$ cat src/rtl/alarm_sequencer_if.sv
// alarm_sequencer_if: time, button and player-control signals between the clock logic and alarm_sequencer.
interface alarm_sequencer_if;
  logic       tick_1hz;
  logic       alarm_set;
  logic [4:0] cur_hr;
  logic [5:0] cur_min;
  logic [4:0] alm_hr;
  logic [5:0] alm_min;
  logic       snooze_btn;
  logic       stop_btn;
  logic       player_en;
  logic       player_stop;
  logic       snoozing;
  logic [2:0] snooze_cnt;
  modport master (
    output tick_1hz, alarm_set, cur_hr, cur_min, alm_hr, alm_min, snooze_btn, stop_btn,
    input  player_en, player_stop, snoozing, snooze_cnt
  );
  modport slave (
    input  tick_1hz, alarm_set, cur_hr, cur_min, alm_hr, alm_min, snooze_btn, stop_btn,
    output player_en, player_stop, snoozing, snooze_cnt
  );
endinterface

$ cat src/rtl/alarm_sequencer.sv
// alarm_sequencer: ring/snooze/hold FSM driving alarm_player from the 1 Hz tick and alarm-time match.
module alarm_sequencer #(
  parameter int RING_TIMEOUT_SEC = 60,
  parameter int SNOOZE_SEC       = 300,
  parameter int MAX_SNOOZE       = 3
) (
  input logic             clk,
  input logic             rst,
  alarm_sequencer_if.slave bus
);
  localparam int MAXT = (RING_TIMEOUT_SEC > SNOOZE_SEC) ? RING_TIMEOUT_SEC : SNOOZE_SEC;
  localparam int W    = $clog2(MAXT + 1);
  typedef enum logic [1:0] {IDLE, RING, SNOOZE, HOLD} state_e;
  state_e       state_q, state_d;
  logic [W-1:0] sec_q, sec_d;
  logic [2:0]   snz_q, snz_d;
  logic         match, can_snooze, ring_done, snooze_done;
  assign match       = bus.alarm_set && bus.cur_hr == bus.alm_hr && bus.cur_min == bus.alm_min;
  assign can_snooze  = snz_q < 3'(MAX_SNOOZE);
  assign ring_done   = bus.tick_1hz && sec_q == W'(RING_TIMEOUT_SEC - 1);
  assign snooze_done = bus.tick_1hz && sec_q == W'(SNOOZE_SEC - 1);
  always_comb begin
    state_d = state_q;
    snz_d   = snz_q;
    if (!bus.alarm_set) begin
      state_d = IDLE;
      snz_d   = '0;
    end else begin
      case (state_q)
        IDLE: if (match) state_d = RING;
        RING:
          if (bus.stop_btn) state_d = HOLD;
          else if (bus.snooze_btn) begin
            if (can_snooze) begin
              state_d = SNOOZE;
              snz_d   = snz_q + 3'd1;
            end
          end else if (ring_done) begin
            state_d = can_snooze ? SNOOZE : HOLD;
            snz_d   = can_snooze ? snz_q + 3'd1 : snz_q;
          end
        SNOOZE:
          if (bus.stop_btn) state_d = HOLD;
          else if (snooze_done) state_d = RING;
        default:
          if (!match) begin
            state_d = IDLE;
            snz_d   = '0;
          end
      endcase
    end
    // A tick on the entry edge is dropped so each phase lasts exactly its tick count
    sec_d = (state_d != state_q) ? '0 : (bus.tick_1hz && sec_q != '1) ? sec_q + W'(1) : sec_q;
  end
  always_ff @(posedge clk) begin
    if (rst) begin
      state_q <= IDLE;
      sec_q   <= '0;
      snz_q   <= '0;
    end else begin
      state_q <= state_d;
      sec_q   <= sec_d;
      snz_q   <= snz_d;
    end
  end
  assign bus.player_en   = state_q == RING;
  assign bus.player_stop = state_q != RING;
  assign bus.snoozing    = state_q == SNOOZE;
  assign bus.snooze_cnt  = snz_q;
endmodule
$ cat src/flat_wrapper.sv
// flat-port wrapper written by rule: the top's interface ports become plain ports
module alarm_sequencer_flat 
#(
  parameter int RING_TIMEOUT_SEC = 60,
  parameter int SNOOZE_SEC       = 300,
  parameter int MAX_SNOOZE       = 3
)
  (clk, rst, bus_tick_1hz, bus_alarm_set, bus_cur_hr, bus_cur_min, bus_alm_hr, bus_alm_min, bus_snooze_btn, bus_stop_btn, bus_player_en, bus_player_stop, bus_snoozing, bus_snooze_cnt);
  alarm_sequencer_if bus_i ();
  input logic clk;
  input logic rst;
  input wire logic [$bits(bus_i.tick_1hz)-1:0] bus_tick_1hz;
  input wire logic [$bits(bus_i.alarm_set)-1:0] bus_alarm_set;
  input wire logic [$bits(bus_i.cur_hr)-1:0] bus_cur_hr;
  input wire logic [$bits(bus_i.cur_min)-1:0] bus_cur_min;
  input wire logic [$bits(bus_i.alm_hr)-1:0] bus_alm_hr;
  input wire logic [$bits(bus_i.alm_min)-1:0] bus_alm_min;
  input wire logic [$bits(bus_i.snooze_btn)-1:0] bus_snooze_btn;
  input wire logic [$bits(bus_i.stop_btn)-1:0] bus_stop_btn;
  output wire logic [$bits(bus_i.player_en)-1:0] bus_player_en;
  output wire logic [$bits(bus_i.player_stop)-1:0] bus_player_stop;
  output wire logic [$bits(bus_i.snoozing)-1:0] bus_snoozing;
  output wire logic [$bits(bus_i.snooze_cnt)-1:0] bus_snooze_cnt;
  assign bus_i.tick_1hz = bus_tick_1hz;
  assign bus_i.alarm_set = bus_alarm_set;
  assign bus_i.cur_hr = bus_cur_hr;
  assign bus_i.cur_min = bus_cur_min;
  assign bus_i.alm_hr = bus_alm_hr;
  assign bus_i.alm_min = bus_alm_min;
  assign bus_i.snooze_btn = bus_snooze_btn;
  assign bus_i.stop_btn = bus_stop_btn;
  assign bus_player_en = bus_i.player_en;
  assign bus_player_stop = bus_i.player_stop;
  assign bus_snoozing = bus_i.snoozing;
  assign bus_snooze_cnt = bus_i.snooze_cnt;
  alarm_sequencer #(.RING_TIMEOUT_SEC(RING_TIMEOUT_SEC), .SNOOZE_SEC(SNOOZE_SEC), .MAX_SNOOZE(MAX_SNOOZE)) u_core (.clk(clk), .rst(rst), .bus(bus_i));
endmodule
$ cat config.mk
export PLATFORM = sky130hd
export DESIGN_NAME = alarm_sequencer_flat
export DESIGN_NICKNAME = d
export VERILOG_FILES = /design/src/rtl/alarm_sequencer_if.sv /design/src/rtl/alarm_sequencer.sv /design/src/flat_wrapper.sv
export SDC_FILE = /design/constraint.sdc
export NUM_CORES = 1
export LEC_CHECK = 0
export BUFFER_PORTS_ARGS = -buffer_cell sky130_fd_sc_hd__buf_2
export CORE_ASPECT_RATIO = 0.8
export CORE_UTILIZATION = 51
export CTS_CLUSTER_SIZE = 24
export DETAILED_ROUTE_END_ITERATION = 10
export PLACE_DENSITY = 0.78
export SLEW_MARGIN = 20
export SYNTH_ARGS = -nofsm -noshare
export SYNTH_HDL_FRONTEND = slang
export SYNTH_SLANG_ARGS = --single-unit
$ cat constraint.sdc
create_clock -name clk -period 4.35 [get_ports clk]
set_clock_uncertainty 0.1 [all_clocks]
set_input_delay 0.435 -clock clk [delete_from_list [all_inputs] [get_ports clk]]
set_output_delay 0.435 -clock clk [all_outputs]
set_load 0.005 [all_outputs]
==> results.py, run 1 <==
metrics = {
    "run_status": {
        "outcome": "finished, final reports clean",
    },
    "clocking": {
        "htreeDepth": 1,
        "clkTransAtPathRegs_ns": 0.08,
        "cts.sinks": 14,
        "post_cts_resized": 0,
        "cts_tree": "yes",
        "clock_latency_ns": 0.28,
        "numCtsBuffers": 3,
        "clockBufferDepth": 2,
        "ctsHoldBuffers": 0,
        "postCtsSetupBuffers": 0,
        "clock-root-buffer": "clkbuf_4",
    },
    "grt": {
        "grt_pass1_wl_um": 2870,
        "antenna_found_initial": 0,
        "overflow": 0,
        "grt_usage": 0.202,
        "grt_start_max_net_pins": 10,
        "grt_pass1_vias": 712,
    },
    "floorplanning": {
        "io_pins": 34,
        "fp.dieH_um": 39.9,
        "initial_core_util": 0.552,
        "rows": 13,
        "die-area_um2": 1970,
        "core_um2": 1660,
        "die_w_um": 49.4,
    },
    "sta": {
        "period_minus_slack_ns": 2.07,
        "max_slew.worst_pin.slew_ns": 0.503,
        "hold_viol": 0,
        "rsz0062_at_grt": "no",
        "fin_crit_sh": 0.475,
        "tns_ns": 0,
        "setup_viol": 0,
        "drv_slew": 0,
        "fmax_mhz": 484,
        "relSlewSlack": 0.664,
    },
    "synth": {
        "synthFlopType": "dfxtp_1",
        "netlist_area_um2": 916,
        "synth_cell_types": 36,
        "ys_ff_latch": 14,
        "synth_fp_nets": 137,
        "yosysWarnings": 0,
        "ys_seq_area_frac": 0.306,
        "synthCells": 106,
        "synth_edf_count": 0,
        "synthArstFlopShare": 0,
        "syn_area_per_cell_um2": 8.64,
    },
    "route": {
        "via_count": 839,
        "drc_errors": 0,
        "via_per_inst": 5.15,
        "drtIter0Drc": 29,
        "wl_per_cell_um": 11.4,
        "first_pass_iters": 4,
        "antenna_left": 0,
        "wl_um": 1860,
    },
    "critical_path": {
        "cp.required_ns": 4.41,
        "end_kind": "register",
        "critPathMaxStageDelay_ns": 0.41,
        "slowest_stage": "nor2b_1",
        "cp.arrival_ns": 2.13,
        "critPathLaunch": "u_core.sec_q[3]$_SDFFE_PP0P_",
        "path_class": "register to register",
        "crit-reg2reg-capture": "u_core.sec_q[3]$_SDFFE_PP0P_",
        "start_kind": "register",
        "reg2reg_slack_ns": 2.28,
        "cp_top_family": "simple AND/OR/NAND/NOR gates",
        "timing.rr.start": "u_core.sec_q[3]$_SDFFE_PP0P_",
        "rr_worst_depth": 9,
        "crit_fanout": 7,
        "critPathBufInv": 0,
        "path_cells": "and3_1, nand3_1, nor2_1, ha_1, nor2b_1, and3_1, nand2_1, xor2_1, nor2_1",
    },
    "finish": {
        "insertedDiodeCount": 0,
        "syn2layout_area_growth_pct": 23.4,
        "fin_area_um2": 1130,
        "nets": 173,
        "layout-drive-gt1-share": 0.284,
        "n_fill_cell": 140,
        "regArea_um2": 280,
        "multiInputGateArea_um2": 598,
    },
    "pwr": {
        "powerDensity_nw_per_um2": 230,
        "vdd_ir_drop_max_mv": 0.272,
        "total_power_uw": 260,
        "leakagePower_uw": 0.000507,
    },
    "worst_hold_path": {
        "whs_endpoint": "u_core.bus.snooze_cnt[2]$_SDFFE_PP0P_",
        "min_from": "u_core.bus.snooze_cnt[2]$_SDFFE_PP0P_",
        "whs_path_depth": 2,
        "hp-class": "register to register",
    },
    "placed_design": {
        "dp_hpwl_um": 1500,
        "placed_area_um2": 1090,
        "numPortBuffers": 33,
        "gp_congestion": 0.807,
    },
    "job": {
        "drv_cap": 0,
    },
}
==> worst reg2reg max path, stage by stage, from the launching register on <==
cell and delay, ns:
dfxtp_1 0.35, and3_1 0.20, nand3_1 0.11, nor2_1 0.06
ha_1 0.17, nor2b_1 0.41, and3_1 0.27, nand2_1 0.08
xor2_1 0.15, nor2_1 0.05
==> through the flow <==
| stage | utilization | hold slack [ns] | cells | setup WS, ns |
|---|---|---|---|---|
| floorplan | - | 0.382 | 106 | 2.50 |
| global placement | 0.659 | 0.384 | 159 | 2.27 |
| detailed placement | 0.659 | 0.400 | 159 | 2.25 |
| CTS | 0.681 | 0.423 | 163 | 2.29 |
| global route | 0.681 | 0.461 | 163 | 2.14 |
| finish | 0.681 | 0.412 | 163 | 2.28 |
==> power breakdown <==
group / switching [uW] / total, uW / internal [uW]
Sequential: 1.85 / 132 / 130
Clock: 40.6 / 91.5 / 50.9
Combinational: 17.3 / 36.5 / 19.2
Total: 59.7 / 260 / 200
==> area by class of cell <==
type	instances	share of cell area
clock buffers	4	0.0321
inverters	6	0.0199
multi-input cells	84	0.529
flip-flops and latches	14	0.248
well taps	22	0.0244
repair buffers	33	0.146
==> cells in the final DEF, fill, tap and decap left out, drive strengths merged, types with 2 or more instances in the layout <==
cell,instances
clkbuf,4
nor2b,3
mux2i,3
a22oi,2
dfxtp,14
ha,3
buf,33
xor2,16
xnor2,3
nor2,16
nand4,2
nand2b,3
nor4,3
inv,6
a21oi,3
nand2,5
and3,2
nor3b,4
==> how the worst max path moves through the flow <==
stage / end / slack, ns / depth (start not counted)
CTS: u_core.sec_q[3]$_SDFFE_PP0P_ / 2.29 / 9
global route: u_core.sec_q[7]$_SDFFE_PP0P_ / 2.14 / 9
global placement: u_core.state_q[0]$_SDFF_PP0_ / 2.27 / 6
finish: u_core.sec_q[3]$_SDFFE_PP0P_ / 2.28 / 9
detailed placement: u_core.state_q[0]$_SDFF_PP0_ / 2.25 / 6
floorplan: u_core.sec_q[7]$_SDFFE_PP0P_ / 2.50 / 10
==> state kept, by name, summed over array words and instances (netlist names) <==
register	flops
u_core.sec_q	9
u_core.bus.snooze_cnt	3
u_core.state_q	2
==> logic make-up (layout without fill, tap and decap cells) <==
logic type,after synthesis,count (layout),share of synthesized area
DFF,14,14,0.306
and+or+nand+nor,44,44,0.262
muxes,3,3,0.0328
xor gates and xnor gates,19,19,0.182
buffers and inverters,8,43,0.0410
adders and majority gates,3,3,0.0410
AOI/OAI and AO/OA,15,15,0.135
==> cells in the mapped netlist, types with 2 or more instances <==
| master | instances | area share |
|---|---|---|
| nand2_1 | 5 | 0.020 |
| nor2b_1 | 3 | 0.020 |
| nor2_1 | 16 | 0.066 |
| ha_1 | 3 | 0.041 |
| inv_1 | 5 | 0.020 |
| nand2b_1 | 2 | 0.014 |
| a21oi_1 | 3 | 0.016 |
| xor2_1 | 16 | 0.15 |
| nor4_1 | 3 | 0.020 |
| nand4_1 | 2 | 0.014 |
| nor3b_1 | 4 | 0.033 |
| mux2i_1 | 3 | 0.033 |
| xnor2_1 | 3 | 0.029 |
| and3_1 | 2 | 0.014 |
| a22oi_1 | 2 | 0.016 |
| dfxtp_1 | 14 | 0.31 |
==> routing by layer <==
| layer | up-vias | part of all wire | GRT usage | wire length (um) |
|---|---|---|---|---|
| li1 | 440 | - | - | - |
| met1 | 362 | 0.45 | 0.238 | 842 |
| met2 | 35 | 0.45 | 0.356 | 828 |
| met3 | 2 | 0.092 | 0.0698 | 170 |
| met4 | 0 | 0.0070 | 0.0643 | 13 |
| met5 | - | 0 | 0 | 0 |
Power figures use the tool's default switching activity.
==> run 2: changes to the inputs <==
--- a/config.mk
+++ b/config.mk
@@ -7,10 +7,10 @@
 export LEC_CHECK = 0
 export BUFFER_PORTS_ARGS = -buffer_cell sky130_fd_sc_hd__buf_2
 export CORE_ASPECT_RATIO = 0.8
-export CORE_UTILIZATION = 51
+export CORE_UTILIZATION = 43
 export CTS_CLUSTER_SIZE = 24
 export DETAILED_ROUTE_END_ITERATION = 10
-export PLACE_DENSITY = 0.78
+export PLACE_DENSITY = 0.7
 export SLEW_MARGIN = 20
 export SYNTH_ARGS = -nofsm -noshare
 export SYNTH_HDL_FRONTEND = slang
==> constraint.sdc (replaced) <==
create_clock -name clk -period 1.8 [get_ports clk]
set_clock_uncertainty 0.1 [all_clocks]
set_input_delay 0.18 -clock clk [delete_from_list [all_inputs] [get_ports clk]]
set_output_delay 0.18 -clock clk [all_outputs]
set_load 0.005 [all_outputs]
==> run 2 against run 1 <==
  * The run now ends with setup timing left
  * Non-clock buffer count rose by 14
  * Die area is 18% higher
  * Cell area is 28% higher
  * Largest power group unchanged
==> results.py, run 2 (same netlist as run 1, synthesis figures left out) <==
metrics = {
    "route": {
        "via_per_inst": 5.36,
        "drc_errors": 0,
        "drtIter0Drc": 49,
        "antenna_left": 0,
        "first_pass_iters": 4,
        "wl_per_cell_um": 14.7,
        "wl_um": 2620,
        "via_count": 960,
    },
    "sta": {
        "setup_viol": 7,
        "setup_slack_ns": -0.0617,
        "relSlewSlack": 0.656,
        "period_minus_slack_ns": 1.86,
        "hold_ws_ns": 0.108,
        "tns_ns": -0.124,
        "rsz0062_at_grt": "yes",
        "fmax_mhz": 537,
        "hold_viol": 0,
        "fin_crit_sh": 1.03,
        "max_slew.worst_pin.slew_ns": 0.511,
        "drv_slew": 0,
    },
    "clocking": {
        "cts.sinks": 14,
        "clock_latency_ns": 0.29,
        "clkTransAtPathRegs_ns": 0.09,
        "numCtsBuffers": 3,
        "htreeDepth": 1,
        "ctsHoldBuffers": 0,
        "clockBufferDepth": 2,
        "cts_tree": "yes",
        "clock-root-buffer": "clkbuf_4",
    },
    "floorplanning": {
        "die_w_um": 53.6,
        "io_pins": 34,
        "die-area_um2": 2320,
        "rows": 14,
        "fp.dieH_um": 43.3,
        "initial_core_util": 0.471,
        "core_um2": 1940,
    },
    "placed_design": {
        "numPortBuffers": 33,
        "gp_congestion": 0.863,
        "dp_cells": 172,
        "placed_area_um2": 1180,
        "dp_hpwl_um": 1730,
    },
    "pwr": {
        "leakagePower_uw": 0.000615,
        "seq_power_share": 0.473,
        "p_sw_frac": 0.256,
        "powerDensity_nw_per_um2": 469,
        "p_int_uw": 503,
        "p_clk_frac": 0.340,
        "switchingPower_uw": 173,
        "vdd_ir_drop_max_mv": 0.427,
        "p_comb_frac": 0.187,
    },
    "run_status": {
        "violations": "setup timing",
        "outcome": "complete, but fails checks",
    },
    "finish": {
        "layout-drive-gt1-share": 0.561,
        "regMostFlops": "u_core.sec_q",
        "largest_register_ff_count": 9,
        "syn2layout_area_growth_pct": 57.5,
        "insertedDiodeCount": 0,
        "most-common-layout-cells": "33 x buf_2, 13 x xor2_1, 11 x buf_4",
        "fin_cells": 179,
        "fin_area_um2": 1440,
        "nets": 187,
        "utilization": 0.742,
        "n_fill_cell": 135,
        "layout_commonest_cell": "buf_2",
        "regArea_um2": 295,
        "multiInputGateArea_um2": 777,
    },
    "critical_path": {
        "end_kind": "register",
        "path_cells": "and3_4, nand3_1, nor2_1, ha_2, nor2b_2, and3_4, nand2b_1, xor2_2, nor2_4",
        "critPathMaxStageDelay_ns": 0.38,
        "path_class": "register to register",
        "cp.required_ns": 1.89,
        "crit_fanout": 4,
        "cp.arrival_ns": 1.95,
        "start_kind": "register",
        "cpMostUsedCell": "and3_4",
        "rr_worst_depth": 9,
        "crit-reg2reg-capture": "u_core.sec_q[7]$_SDFFE_PP0P_",
        "slowest_stage": "dfxtp_2",
        "timing.rr.start": "u_core.sec_q[4]$_SDFFE_PP0P_",
        "reg2reg_slack_ns": -0.06,
    },
    "worst_hold_path": {
        "hp-class": "input pin to register",
        "whs_path_depth": 3,
        "min_from": "bus_alarm_set",
        "whs_endpoint": "u_core.state_q[0]$_SDFF_PP0_",
    },
    "job": {
        "drv_cap": 0,
    },
    "grt": {
        "grt_start_max_net_pins": 9,
        "grt_pass1_vias": 918,
        "grt_pass1_wl_um": 3820,
        "overflow": 0,
        "grt_usage": 0.230,
        "antenna_found_initial": 0,
    },
}
[run 2: cell types whose count changed in the layout (fill, tap and decap cells not counted), sizes merged]
cell  previous run  this run
buf             33        47
[run 2: worst max-delay path: cells and delay by family (launching register included)]
kind | cells | cell delay [ns]
AND/OR/NAND/NOR | 7 | 0.89
flip-flops | 1 | 0.38
adder cells (fa/ha/maj) | 1 | 0.20
XOR/XNOR | 1 | 0.20
[run 2: repair_timing]
action                                  CTS  global route
endpoints found under the setup margin    2            13
pin swaps                                 4            17
gates resized for setup                   7            42
buffers inserted                          0             3
cloned                                    0             0
[run 2: metal layers]
metal | wire length (um) | part of all wire | global-route usage
met1 | 1110 | 0.42 | 0.283
met2 | 1280 | 0.49 | 0.383
met3 | 175 | 0.067 | 0.0681
met4 | 52 | 0.020 | 0.0579
met5 | 0 | 0 | 0
[run 2: worst max path at each step]
stage	start	end	slack [ns]	cells past startpoint
6_report	u_core.sec_q[4]$_SDFFE_PP0P_	u_core.sec_q[7]$_SDFFE_PP0P_	-0.06	9
5_1_grt	u_core.sec_q[2]$_SDFFE_PP0P_	u_core.sec_q[7]$_SDFFE_PP0P_	-0.11	9
4_1_cts	u_core.sec_q[0]$_SDFFE_PP0P_	u_core.sec_q[5]$_SDFFE_PP0P_	0.01	7
3_5_place_dp	bus_alm_min[2]	u_core.state_q[0]$_SDFF_PP0_	-0.03	6
3_3_place_gp	u_core.sec_q[1]$_SDFFE_PP0P_	u_core.bus.snooze_cnt[1]$_SDFFE_PP0P_	0.03	6
2_1_floorplan	u_core.sec_q[0]$_SDFFE_PP0P_	u_core.sec_q[0]$_SDFFE_PP0P_	0.009	6
[run 2: power by group through the flow]
stage / logic [uW] / registers [uW] / clock network [uW]
6_report: 127 / 320 / 230
2_1_floorplan: 46.5 / 325 / 0
3_3_place_gp: 98.0 / 325 / 0
4_1_cts: 104 / 319 / 230
3_5_place_dp: 101 / 325 / 0
5_1_grt: 138 / 321 / 247
[run 2: final cells by class]
class / instances / area share
flip-flops and latches: 14 / 0.205
multi-input cells: 84 / 0.539
repair buffers: 47 / 0.195
clock buffers: 4 / 0.0252
inverters: 6 / 0.0156
well taps: 24 / 0.0208
[run 2: metrics by stage]
| step | worst slack, ns | power (uW) |
|---|---|---|
| floorplan | 0.00934 | 372 |
| global placement | 0.0343 | 423 |
| detailed placement | -0.0266 | 427 |
| CTS | 0.0101 | 652 |
| global route | -0.113 | 706 |
| finish | -0.0617 | 676 |
